[src/rtl/coin_input_conditioner.sv]
// Synchronizes and debounces raw vending-panel inputs and shapes coin/cancel strobes for the vending FSM.
// Define COIN_FIVE_EN to build the 5-yuan coin channel; without it btn_five is ignored.
module coin_input_conditioner #(
  parameter int DB_CYCLES = 500000,
  parameter int CNT_W     = 20,
  parameter int PULSE_W   = 2
) (
  input  logic       clk,
  input  logic       rst_n,
  input  logic       btn_half,
  input  logic       btn_one,
  input  logic       btn_five,
  input  logic       btn_cancel,
  input  logic [1:0] sw_drink,
  output logic       insert,
  output logic [1:0] coin_val,
  output logic       cancel_flag,
  output logic [1:0] drink_op,
  output logic       reject
);

`ifdef COIN_FIVE_EN
  localparam bit FIVE_EN = 1'b1;
`else
  localparam bit FIVE_EN = 1'b0;
`endif

  localparam int NCH  = 6;
  localparam int PC_W = (PULSE_W > 1) ? $clog2(PULSE_W) : 1;
  localparam logic [CNT_W-1:0] DB_LAST = CNT_W'(DB_CYCLES - 1);
  localparam logic [PC_W-1:0]  PC_LAST = PC_W'(PULSE_W - 1);

  typedef enum logic [1:0] {IDLE, SETUP, PULSE, GAP} state_t;

  // Channel map: 0 half, 1 one, 2 five, 3 cancel, 5:4 drink switches.
  logic [NCH-1:0] raw;
  logic [NCH-1:0] lvl;

  assign raw = {sw_drink, btn_cancel, btn_five, btn_one, btn_half};

  for (genvar i = 0; i < NCH; i++) begin : g_ch
    if (i == 2 && !FIVE_EN) begin : g_off
      logic unused_raw;
      assign unused_raw = raw[i];
      assign lvl[i]     = 1'b0;
    end else begin : g_on
      logic [1:0]       sync_q;
      logic             lvl_q, lvl_d;
      logic [CNT_W-1:0] cnt_q, cnt_d;

      always_comb begin
        lvl_d = lvl_q;
        cnt_d = '0;
        if (sync_q[1] != lvl_q) begin
          if (cnt_q == DB_LAST) lvl_d = ~lvl_q;
          else                  cnt_d = cnt_q + 1'b1;
        end
      end

      always_ff @(posedge clk or negedge rst_n) begin
        if (!rst_n) begin
          sync_q <= '0;
          lvl_q  <= 1'b0;
          cnt_q  <= '0;
        end else begin
          sync_q <= {sync_q[0], raw[i]};
          lvl_q  <= lvl_d;
          cnt_q  <= cnt_d;
        end
      end

      assign lvl[i] = lvl_q;
    end
  end

  // Rising edges of the debounced button levels become one-cycle events.
  logic [3:0] prev_q, ev_q;

  always_ff @(posedge clk or negedge rst_n) begin
    if (!rst_n) begin
      prev_q <= '0;
      ev_q   <= '0;
    end else begin
      prev_q <= lvl[3:0];
      ev_q   <= lvl[3:0] & ~prev_q;
    end
  end

  assign drink_op = lvl[5:4];

  logic       multi_ev;
  logic [1:0] ev_code;

  assign multi_ev = (ev_q & (ev_q - 4'd1)) != 4'd0;

  always_comb begin
    ev_code = 2'b01;
    if (ev_q[2])      ev_code = 2'b11;
    else if (ev_q[1]) ev_code = 2'b10;
  end

  state_t          state_q;
  logic [PC_W-1:0] pcnt_q;
  logic            sel_cancel_q, insert_q, cancel_q, reject_q;
  logic [1:0]      coin_q;

  // coin_val is loaded on entry to SETUP so it leads the strobe by a full cycle.
  always_ff @(posedge clk or negedge rst_n) begin
    if (!rst_n) begin
      state_q      <= IDLE;
      pcnt_q       <= '0;
      sel_cancel_q <= 1'b0;
      insert_q     <= 1'b0;
      cancel_q     <= 1'b0;
      reject_q     <= 1'b0;
      coin_q       <= 2'b00;
    end else begin
      reject_q <= 1'b0;
      case (state_q)
        IDLE: begin
          if (|ev_q) begin
            state_q      <= SETUP;
            sel_cancel_q <= ev_q[3];
            reject_q     <= multi_ev;
            if (!ev_q[3]) coin_q <= ev_code;
          end
        end
        SETUP: begin
          state_q  <= PULSE;
          pcnt_q   <= '0;
          insert_q <= ~sel_cancel_q;
          cancel_q <= sel_cancel_q;
          reject_q <= |ev_q;
        end
        PULSE: begin
          reject_q <= |ev_q;
          if (pcnt_q == PC_LAST) begin
            insert_q <= 1'b0;
            cancel_q <= 1'b0;
            state_q  <= GAP;
            pcnt_q   <= '0;
          end else begin
            pcnt_q <= pcnt_q + 1'b1;
          end
        end
        GAP: begin
          reject_q <= |ev_q;
          if (pcnt_q == PC_LAST) state_q <= IDLE;
          else                   pcnt_q  <= pcnt_q + 1'b1;
        end
        default: state_q <= IDLE;
      endcase
    end
  end

  assign insert      = insert_q;
  assign cancel_flag = cancel_q;
  assign reject      = reject_q;
  assign coin_val    = coin_q;

endmodule

[config.mk]
export PLATFORM = sky130hd
export DESIGN_NAME = coin_input_conditioner
export DESIGN_NICKNAME = d
export VERILOG_FILES = /design/src/rtl/coin_input_conditioner.sv
export SDC_FILE = /design/constraint.sdc
export NUM_CORES = 1
export LEC_CHECK = 0
export ABC_AREA = 1
export BUFFER_PORTS_ARGS = -buffer_cell sky130_fd_sc_hd__buf_2
export CAP_MARGIN = 20
export CORE_MARGIN = 10
export CORE_UTILIZATION = 33
export CTS_CLUSTER_DIAMETER = 40
export DETAILED_ROUTE_END_ITERATION = 8
export GPL_TIMING_DRIVEN = 0
export PLACE_DENSITY = 0.45
export REMOVE_ABC_BUFFERS = 1
export SYNTH_ARGS = -nofsm -noshare
export SYNTH_HDL_FRONTEND = slang
export SYNTH_SLANG_ARGS = --single-unit
[constraint.sdc]
create_clock -name clk -period 2.9 [get_ports clk]
set_clock_uncertainty 0.15 [all_clocks]
set_input_delay 0.435 -clock clk [delete_from_list [all_inputs] [get_ports clk]]
set_output_delay 0.435 -clock clk [all_outputs]
set_load 0.1 [all_outputs]
==> results of run 1 <==
flip-flops by register name, summed over array words and instances (netlist names):
name / cells
reject: 1
prev_q: 3
g_ch.g_on.lvl_q: 5
cancel_flag: 1
g_ch.g_on.sync_q: 10
insert: 1
ev_q: 3
pcnt_q: 1
g_ch.g_on.cnt_q: 100
state_q: 2
coin_val: 2
sel_cancel_q: 1
kinds of logic after synthesis:
kind of cell             count (synthesis)
AND/OR/NAND/NOR                        552
flip-flops                             130
buffers and inverters                  125
AO/OA/AOI/OAI                           49
XOR/XNOR                                45
adder cells (fa/ha/maj)                 10
final timing paths:
| kind | startpoint | slack [ps] | end | depth (start not counted) |
|---|---|---|---|---|
| max reg2reg | g_ch[0].g_on.lvl_q | 980 | g_ch[0].g_on.cnt_q[5] | 5 |
| min reg2reg | g_ch[5].g_on.sync_q[0] | 200 | g_ch[5].g_on.sync_q[1] | 0 |
| min | g_ch[5].g_on.sync_q[0] | 200 | g_ch[5].g_on.sync_q[1] | 0 |
| max | g_ch[0].g_on.lvl_q | 980 | g_ch[0].g_on.cnt_q[5] | 5 |
| min in group asynchronous | rst_n | 410 | g_ch[5].g_on.lvl_q | 2 |
| max in group asynchronous | rst_n | 1430 | g_ch[4].g_on.cnt_q[0] | 3 |
where the power goes:
part / total [W] / switching (W) / internal, W
Sequential: 0.00186 / 0.0000166 / 0.00184
Clock: 0.00229 / 0.000788 / 0.00150
Combinational: 0.000115 / 0.0000818 / 0.0000332
layer usage:
metal  vias to the layer above  track usage, %  share of wire [%]
met5                         -               0                  0
met4                         0            4.91                1.3
met3                        13            2.28                2.1
met2                        46            18.1                 45
met1                      2503            16.8                 52
li1                       2910               -                  -
placed cells by master, fill, tap and decap left out, drive strengths merged:
cell	netlist	final
and2	2	2
a21oi	9	9
a211oi	1	1
buf	5	15
nand3	83	83
nor3b	10	10
dlygate4sd3	0	6
clkinvlp	0	2
clkinv	0	4
ha	10	10
nor2	233	233
nor3	14	14
o21bai	5	5
bufinv	0	4
inv	119	119
nand2	194	194
o21a	4	4
xnor2	14	14
clkbuf	1	22
o22ai	1	1
nand4	13	13
dfrtp	130	130
nand3b	3	3
xor2	31	31
o21ai	29	29
layout make-up:
type / instances / area, um2 / share of cell area [%]
clock buffer: 22 / 474 / 5.88
clock inverter: 10 / 155 / 1.92
inverter: 119 / 447 / 5.54
multi-input combinational: 656 / 3230 / 40.0
sequential: 130 / 3250 / 40.3
tap: 275 / 344 / 4.27
timing repair buffer: 21 / 166 / 2.06
worst reg2reg max path, stage by stage (launching register included):
cell	delay [ps]
dfrtp_1	420
xnor2_1	570
buf_4	280
inv_1	100
nand2_1	210
nor2_1	80
stage by stage:
step	hold slack (ps)	utilization, %	area, um2
5_1_grt	207	38.6	8070
3_3_place_gp	185	35.1	7330
2_1_floorplan	-10.6	-	6930
6_report	196	38.6	8070
3_5_place_dp	186	35.3	7380
4_1_cts	199	38.6	8070
==> summary.txt, run 1 <==
Status
  • Status: complete, no violations

Die
  • Io pins: 15
  • Initial Utilization: 33.3%
  • Die W: 165 um
  • Die area: 27300 um2
  • Row cnt: 53
  • Die Height: 165 um
  • Total core area: 20900 um2

Timing
  • Final Slew Violations: 0
  • Final setup viols: 0
  • Hold Vio Cnt, Final: 0
  • Final period util: 66.3%
  • Setup TNS: 0 ps
  • Slew @ Worst Pin: 682 ps
  • Setup ws final: 978 ps
  • Rel. slew slack: 54.2%
  • Tmin final: 1920 ps
  • RSZ-0062 raised after global routing: no
  • F_max: 520 MHz

Drt
  • First DRT Iteration DRCs: 318
  • ANT nets after route: 0
  • Residual DRC: 0
  • Post-Route WL: 15.1 mm
  • Via Count: 5472
  • Vias per Instance: 4.44
  • DR WL/cell: 12.2 um
  • Pre-antenna DRT Iters: 5

Setup path
  • Largest delay share family, worst path: XOR/XNOR gates
  • CP Data Required Time: 3050 ps
  • Slowest CP cell: xnor2_1
  • Critical path arrival: 2070 ps
  • Startpoint Class: flip-flop
  • CP bufs+invs: 2
  • Worst-path fanout max: 7
  • Critical path class: reg -> reg
  • CP Cell Sequence: xnor2_1 -> buf_4 -> inv_1 -> nand2_1 -> nor2_1
  • Slowest Stage Delay on Critical Path: 570 ps
  • CP Capture Type: flip-flop

Cells and area
  • Proportion of layout cells with a drive suffix above 1: 9.19%
  • FILL cells: 2159
  • Finished Layout Cells: 1233
  • Area Overhead vs Synth: 15.9%
  • Antenna Cells: 0
  • Final net count: 963

Synth
  • Number of synthesized flops with an enable pin: 0
  • Synth Area in Simple Gates: 35.0%
  • Asr flop ratio synth: 100%
  • Main combinational cell family by area after synthesis: simple AND/OR/NAND/NOR gates
  • Post-synthesis mux area share: 0%
  • Post-Synth Adder-Cell Area: 1.80%
  • Synth area leader: dfrtp_1
  • Post-synthesis sequential element count: 130
  • Xor and xnor area share after synthesis: 5.66%
  • Synth Flop Type: dfrtp_1
  • Mapped Cells: 911
  • Compound-Gate Fraction of Synth Area: 3.90%
  • Most numerous cell in the Yosys netlist: nor2_1
  • Post-Synthesis Cell Area: 6960 um2
  • Top-area cell type share of the netlist area: 46.7%
  • Yosys warns: 0
  • Top post-synthesis cells by area: dfrtp_1 (47%), nor2_1 (11%), nand2_1 (9.8%)
  • Seq/Total Area, Yosys: 46.7%
  • Mapped Avg Cell Area: 7.64 um2
  • Post-synth top cells: nor2_1 (210), nand2_1 (182), dfrtp_1 (130)
  • Distinct cells, synth: 30

Clock network
  • TritonCTS sink count: 130
  • CTS buffer count: 17
  • CTS H-tree lvls: 4
  • Clk Latency, worst-skew pair: 410 ps
  • Clk buf depth: 2
  • Clk root buf: clkbuf_16
  • Post-CTS Hold Buffers: 6
  • CTS clock-pin slew for the worst setup and hold paths: 60 ps
  • CTS tree: done
  • Post-CTS setup repair buffer count: 0
  • Cts repair resizes: 0

GRT
  • Congestion Overflow GR: 0
  • Initial antenna violation count: 0
  • First-pass GRT wire length: 26.9 mm
  • Largest net degree at the start of global routing: 69
  • Vias in the first global route: 5496
  • All-Layer GR Usage: 12.1%

Power
  • PD cells: 528 nW/um2
  • Total Power: 0.00426 W
  • VDD IR-drop max: 0.258 mV
  • Leak: 3.52 nW

Placement
  • HPWL Detailed: 10.9 mm
  • Dpl ws: 905 ps
  • Final GP Congestion: 0.825
  • Dpl cells: 1195
  • Port buffer count: 13

Min path
  • Min-delay worst type: reg -> reg

Run
  • Max-cap violations: 0
Power figures use the tool's default switching activity.
==> inputs of run 2 (changes only) <==
ABC_AREA = 0   (was 1)
PLACE_DENSITY = 0.46   (was 0.45)
clock period = 1.93 ns   (was 2.9 ns; I/O delays follow)
==> run 2 against run 1 <==
  * Hold slack improved by 3.2 ps
  * Maximum frequency fell by 4.2%
  * Sequential power rose by 51%
  * Critical endpoint is now g_ch[4].g_on.lvl_q
  * Largest cell class unchanged
  * Highest routed layer unchanged
  * Combinational power rose by 110%
  * Count of clock-buffer cells in the layout rose by 1
  * The run now ends with setup timing left
  * Routed wire length fell by 13%
  * Sequential share of layout area barely moved
==> summary.txt, run 2 <==
Status
  • Status: complete, but fails checks
  • Failing checks: setup timing

Setup path
  • CP Cell Sequence: or4b_4 -> or3_4 -> nor2_4 -> mux2_4
  • Slowest Stage Delay on Critical Path: 550 ps
  • Critical path class: reg -> reg
  • Slowest CP cell: or4b_4
  • CP Capture Type: flip-flop
  • Critical path arrival: 2150 ps
  • Startpoint Class: flip-flop
  • CP Data Required Time: 2070 ps
  • Worst-path fanout max: 2

Timing
  • RSZ-0062 raised after global routing: yes
  • Final period util: 104%
  • Final setup viols: 23
  • Final Slew Violations: 0
  • Final Hold Slack: 199 ps
  • Hold Vio Cnt, Final: 0
  • Rel. slew slack: 66.4%
  • F_max: 499 MHz
  • Setup ws final: -75.1 ps
  • Slew @ Worst Pin: 507 ps
  • Tmin final: 2010 ps
  • Setup TNS: -891 ps

Die
  • Row cnt: 49
  • Total core area: 18100 um2
  • Io pins: 15
  • Die W: 156 um
  • Die Height: 156 um
  • Initial Utilization: 33.7%
  • Die area: 24300 um2

Cells and area
  • Fin area: 8120 um2
  • Top flop regs: g_ch.g_on.cnt_q (100), g_ch.g_on.sync_q (10), g_ch.g_on.lvl_q (5)
  • Area Overhead vs Synth: 33.2%
  • Max FFs per register: 100
  • Antenna Cells: 0
  • Top reg by flops: g_ch.g_on.cnt_q
  • Commonest non-fill, non-tap cells in the layout: dfrtp_1 (114), nor2_1 (87), buf_4 (62)
  • Proportion of layout cells with a drive suffix above 1: 27.0%
  • Final net count: 721
  • Most common cell after layout, fill and taps aside: dfrtp_1

Synth
  • Most numerous cell in the Yosys netlist: dfrtp_1
  • Mapped Avg Cell Area: 10.1 um2
  • Post-synthesis mux area share: 1.60%
  • Main combinational cell family by area after synthesis: simple AND/OR/NAND/NOR gates
  • Post-Synth Adder-Cell Area: 2.05%
  • Asr flop ratio synth: 100%
  • Number of synthesized flops with an enable pin: 0
  • Xor and xnor area share after synthesis: 10.5%
  • Seq/Total Area, Yosys: 53.4%
  • Mapped Cells: 604
  • Distinct cells, synth: 43
  • Post-synth top cells: dfrtp_1 (130), nor2_1 (92), xnor2_1 (59)
  • Yosys warns: 0
  • Synth Area in Simple Gates: 23.6%
  • Compound-Gate Fraction of Synth Area: 6.18%
  • Top-area cell type share of the netlist area: 53.4%
  • Post-Synthesis Cell Area: 6100 um2
  • Synth area leader: dfrtp_1
  • Top post-synthesis cells by area: dfrtp_1 (53%), xnor2_1 (8.5%), nor2_1 (5.7%)
  • Synth Flop Type: dfrtp_1
  • Post-synthesis sequential element count: 130

Drt
  • DR WL/cell: 13.8 um
  • ANT nets after route: 0
  • Pre-antenna DRT Iters: 4
  • Vias per Instance: 4.99
  • First DRT Iteration DRCs: 187
  • Via Count: 4717
  • Residual DRC: 0
  • Post-Route WL: 13.1 mm

GRT
  • Largest net degree at the start of global routing: 87
  • Vias in the first global route: 4738
  • Initial antenna violation count: 0
  • First-pass GRT wire length: 22.7 mm
  • Congestion Overflow GR: 0
  • All-Layer GR Usage: 11.3%

Placement
  • Final GP Congestion: 0.778
  • HPWL Detailed: 7.93 mm
  • Port buffer count: 13
  • Cell Area, Placed: 6470 um2

Clock network
  • TritonCTS sink count: 130
  • Clk Latency, worst-skew pair: 410 ps
  • CTS tree: done
  • CTS buffer count: 17
  • CTS H-tree lvls: 4
  • CTS clock-pin slew for the worst setup and hold paths: 60 ps
  • Clk buf depth: 2
  • Clk root buf: clkbuf_16

Power
  • PD cells: 837 nW/um2
  • Leak: 3.32 nW
  • VDD IR-drop max: 0.767 mV

Min path
  • Min-delay worst type: reg -> reg

Run
  • Max-cap violations: 0
==> run 2: cell count changes after synthesis, sizes merged, moves of 11 or more <==
cell and change:
nand4 +17, a21oi +16, or3 +16, nor4 +22
or4 +11, nor2 -141, nand3 -51, xnor2 +45
nand2 -161, inv -91, xor2 -17
==> run 2: logic make-up (layout without fill, tap and decap cells) <==
logic type / count (synthesis) / after routing
buf+inv: 39 / 151
simple gates: 281 / 281
mux: 9 / 9
flops: 130 / 130
xor+xnor: 73 / 73
fa+ha+maj: 10 / 10
compound gates: 62 / 62
==> run 2: final timing paths <==
path,start,endpoint,slack (ps),cells after the start
min,g_ch[4].g_on.sync_q[0],g_ch[4].g_on.sync_q[1],200,0
min in group asynchronous,rst_n,g_ch[5].g_on.cnt_q[17],230,2
max in group asynchronous,rst_n,g_ch[1].g_on.cnt_q[2],620,3
min reg2reg,g_ch[4].g_on.sync_q[0],g_ch[4].g_on.sync_q[1],200,0
max,g_ch[4].g_on.cnt_q[11],g_ch[4].g_on.lvl_q,-80,4
max reg2reg,g_ch[4].g_on.cnt_q[11],g_ch[4].g_on.lvl_q,-80,4
==> run 2: metrics by stage <==
stage / util, % / total power (W) / setup slack (ps) / cells
after floorplan: - / 0.00291 / -273 / 593
after global placement: 35.3 / 0.00300 / -1430 / 835
after detailed placement: 35.8 / 0.00302 / -548 / 840
after CTS: 42.7 / 0.00686 / -71.7 / 915
after global routing: 44.9 / 0.00706 / -111 / 945
final: 44.9 / 0.00680 / -75.1 / 945
==> run 2: layout make-up <==
cell class              count  area (um2)
flip-flops and latches    130        3270
fillers                  1669        9960
clock inverters             9         198
clock buffers              23         498
repair buffers             91         743
inverters                  28         105
multi-input cells         435        3020
well taps                 229         287
==> run 2: layer usage <==
| layer | vias to the layer above | wire length, um | part of all wire, % | track usage, % |
|---|---|---|---|---|
| met5 | - | 0 | 0 | 0 |
| li1 | 2326 | - | - | - |
| met1 | 2325 | 6050 | 46 | 13.7 |
| met4 | 0 | 140 | 1.1 | 3.55 |
| met2 | 54 | 6440 | 49 | 18.5 |
| met3 | 12 | 419 | 3.2 | 3.61 |
==> run 2: repair_timing <==
| action | CTS | global route |
|---|---|---|
| endpoints found under the setup margin | 93 | 59 |
| setup buffers | 37 | 29 |
| gates resized for setup | 42 | 45 |
| cloned | 0 | 1 |
| pin swaps | 13 | 36 |
| hold buffers | 6 | 0 |
| endpoints found under the hold margin | 49 | 0 |
==> run 2: critical path, delay by kind of cell (launching register included) <==
| kind | cells | cell delay, ps |
|---|---|---|
| flip-flops | 1 | 390 |
| AND/OR/NAND/NOR | 3 | 1050 |
| multiplexers | 1 | 310 |
==> run 2: power by group <==
part | total (W) | leakage, nW | switching [W] | internal (W)
combinational | 0.000243 | 1.23 | 0.000135 | 0.000108
clock | 0.00375 | 0.339 | 0.00116 | 0.00259
sequential | 0.00280 | 1.76 | 0.0000389 | 0.00276
total | 0.00680 | 3.32 | 0.00134 | 0.00547
==> inputs of run 3 (changes only) <==
CTS_BUF_LIST = sky130_fd_sc_hd__clkbuf_4 sky130_fd_sc_hd__clkbuf_8   (was default)
==> run 3 against run 2 <==
  * The run still ends with setup timing left
  * Final cell count is 0.11% lower
  * Hold slack got worse by 1.1 ps
  * Maximum frequency fell by 0.48%
  * Register-to-register slack barely moved
  * Flip-flop and latch count unchanged
  * Routed wire length decreased by 0.46%
  * First-iteration DRC count down 18%
  * Global-route usage fell by 0.17 points
  * Clock power is 23% lower
  * Highest routed layer unchanged
==> summary.txt, run 3 (synthesis results as in run 2) <==
Setup path
  • Worst-path fanout max: 2
  • CP Data Required Time: 2100 ps
  • Critical path class: reg -> reg
  • Worst reg2reg path startpoint: g_ch[4].g_on.cnt_q[11]
  • CP Capture Type: flip-flop
  • Startpoint Class: flip-flop
  • Slack of the worst reg-to-reg path: -80 ps
  • FF-to-FF path depth: 4
  • Critical path arrival: 2180 ps
  • Worst R2R End: g_ch[4].g_on.lvl_q

Drt
  • Pre-antenna DRT Iters: 4
  • ANT nets after route: 0
  • DR WL/cell: 13.8 um
  • Post-Route WL: 13.0 mm
  • First DRT Iteration DRCs: 154
  • Top routing layer in use: met4
  • Met2 routed WL: 6.42 mm
  • Vias per Instance: 4.95
  • Wire length on met1: 6.05 mm
  • Met3 wire length: 400 um
  • Via Count: 4675
  • Residual DRC: 0

Clock network
  • CTS clock-pin slew for the worst setup and hold paths: 70 ps
  • Clk Latency, worst-skew pair: 430 ps
  • CTS tree: done
  • CTS H-tree lvls: 4
  • Clk buf depth: 2
  • CTS buffer count: 17
  • TritonCTS sink count: 130
  • Clk root buf: clkbuf_8

Die
  • Die area: 24300 um2
  • Total core area: 18100 um2
  • Io pins: 15
  • Row cnt: 49
  • Initial Utilization: 33.7%
  • Die W: 156 um
  • Die Height: 156 um

Cells and area
  • Finished Layout Cells: 944
  • Most common cell after layout, fill and taps aside: dfrtp_1
  • Proportion of layout cells with a drive suffix above 1: 28.7%
  • Commonest non-fill, non-tap cells in the layout: dfrtp_1 (111), nor2_1 (75), xnor2_1 (59)
  • Area Overhead vs Synth: 30.5%
  • Top flop regs: g_ch.g_on.cnt_q (100), g_ch.g_on.sync_q (10), g_ch.g_on.lvl_q (5)
  • Final net count: 720
  • Fin area: 7960 um2
  • Top reg by flops: g_ch.g_on.cnt_q
  • Antenna Cells: 0
  • Max FFs per register: 100

Timing
  • Tmin final: 2010 ps
  • Final Slew Violations: 0
  • Hold Vio Cnt, Final: 0
  • Slew @ Worst Pin: 507 ps
  • Final period util: 104%
  • Setup ws final: -84.8 ps
  • F_max: 496 MHz
  • Rel. slew slack: 66.4%
  • Final Hold Slack: 198 ps
  • Final setup viols: 21
  • RSZ-0062 raised after global routing: yes

Power
  • PD cells: 746 nW/um2
  • Leak: 3.21 nW
  • VDD IR-drop max: 0.730 mV

GRT
  • All-Layer GR Usage: 11.1%
  • Congestion Overflow GR: 0
  • Vias in the first global route: 4744
  • First-pass GRT wire length: 22.4 mm
  • Largest net degree at the start of global routing: 87
  • Initial antenna violation count: 0

Status
  • Failing checks: setup timing
  • Status: complete, but fails checks

Run
  • Max-cap violations: 0

Min path
  • Min-delay worst type: in -> async

Placement
  • Cell Area, Placed: 6470 um2
  • Port buffer count: 13
  • Dpl cells: 840
  • HPWL Detailed: 7.93 mm
  • Final GP Congestion: 0.778
-- run 3: how the worst max path moves through the flow --
stage,from,endpoint,slack (ps),depth (start not counted)
global route,g_ch[4].g_on.cnt_q[11],g_ch[4].g_on.lvl_q,-110,4
CTS,g_ch[4].g_on.cnt_q[11],g_ch[4].g_on.lvl_q,-100,4
finish,g_ch[4].g_on.cnt_q[11],g_ch[4].g_on.lvl_q,-80,4
detailed placement,g_ch[4].g_on.cnt_q[0],g_ch[4].g_on.cnt_q[3],-550,5
global placement,rst_n,state_q[1],-1430,1
floorplan,g_ch[0].g_on.cnt_q[0],g_ch[0].g_on.cnt_q[10],-270,4
-- run 3: report_power, final --
group	switching (W)	internal, W
Clock	0.00104	0.00185
Sequential	0.0000377	0.00276
Combinational	0.000136	0.000103
-- run 3: cell type report --
class                   instances  area (um2)
fillers                      1686       10100
flip-flops and latches        130        3280
multi-input cells             435        3040
repair buffers                 90         742
clock buffers                  23         310
well taps                     229         287
clock inverters                 9         198
inverters                      28         105
-- run 3: critical path: stages, from the launching register on --
cell and delay [ps]:
dfrtp_1 400, or4b_4 550, or3_4 380, nor2_4 120, mux2_4 300
-- run 3: metrics by stage --
stage	setup slack, ps	total power [W]	setup TNS, ps	utilization [%]
global route	-114	0.00619	-2070	44.0
floorplan	-273	0.00291	-11730	-
global placement	-1430	0.00300	-243890	35.3
CTS	-99.6	0.00601	-161	41.6
detailed placement	-548	0.00302	-26010	35.8
finish	-84.8	0.00593	-616	44.0
-- run 3: repair_timing --
action                     in CTS  in global routing
hold buffers                    6                  0
hold endpoints to repair       49                  0
resized for setup              39                 63
setup endpoints to repair      92                 59
gates cloned                    0                  1
pin swaps                      14                 29
setup buffers                  39                 26
-- run 3: per-layer routing --
layer | global-route usage (%) | vias to the layer above
met2 | 18.1 | 44
met1 | 13.8 | 2309
met5 | 0 | -
li1 | - | 2315
met3 | 3.42 | 7
met4 | 3.42 | 0
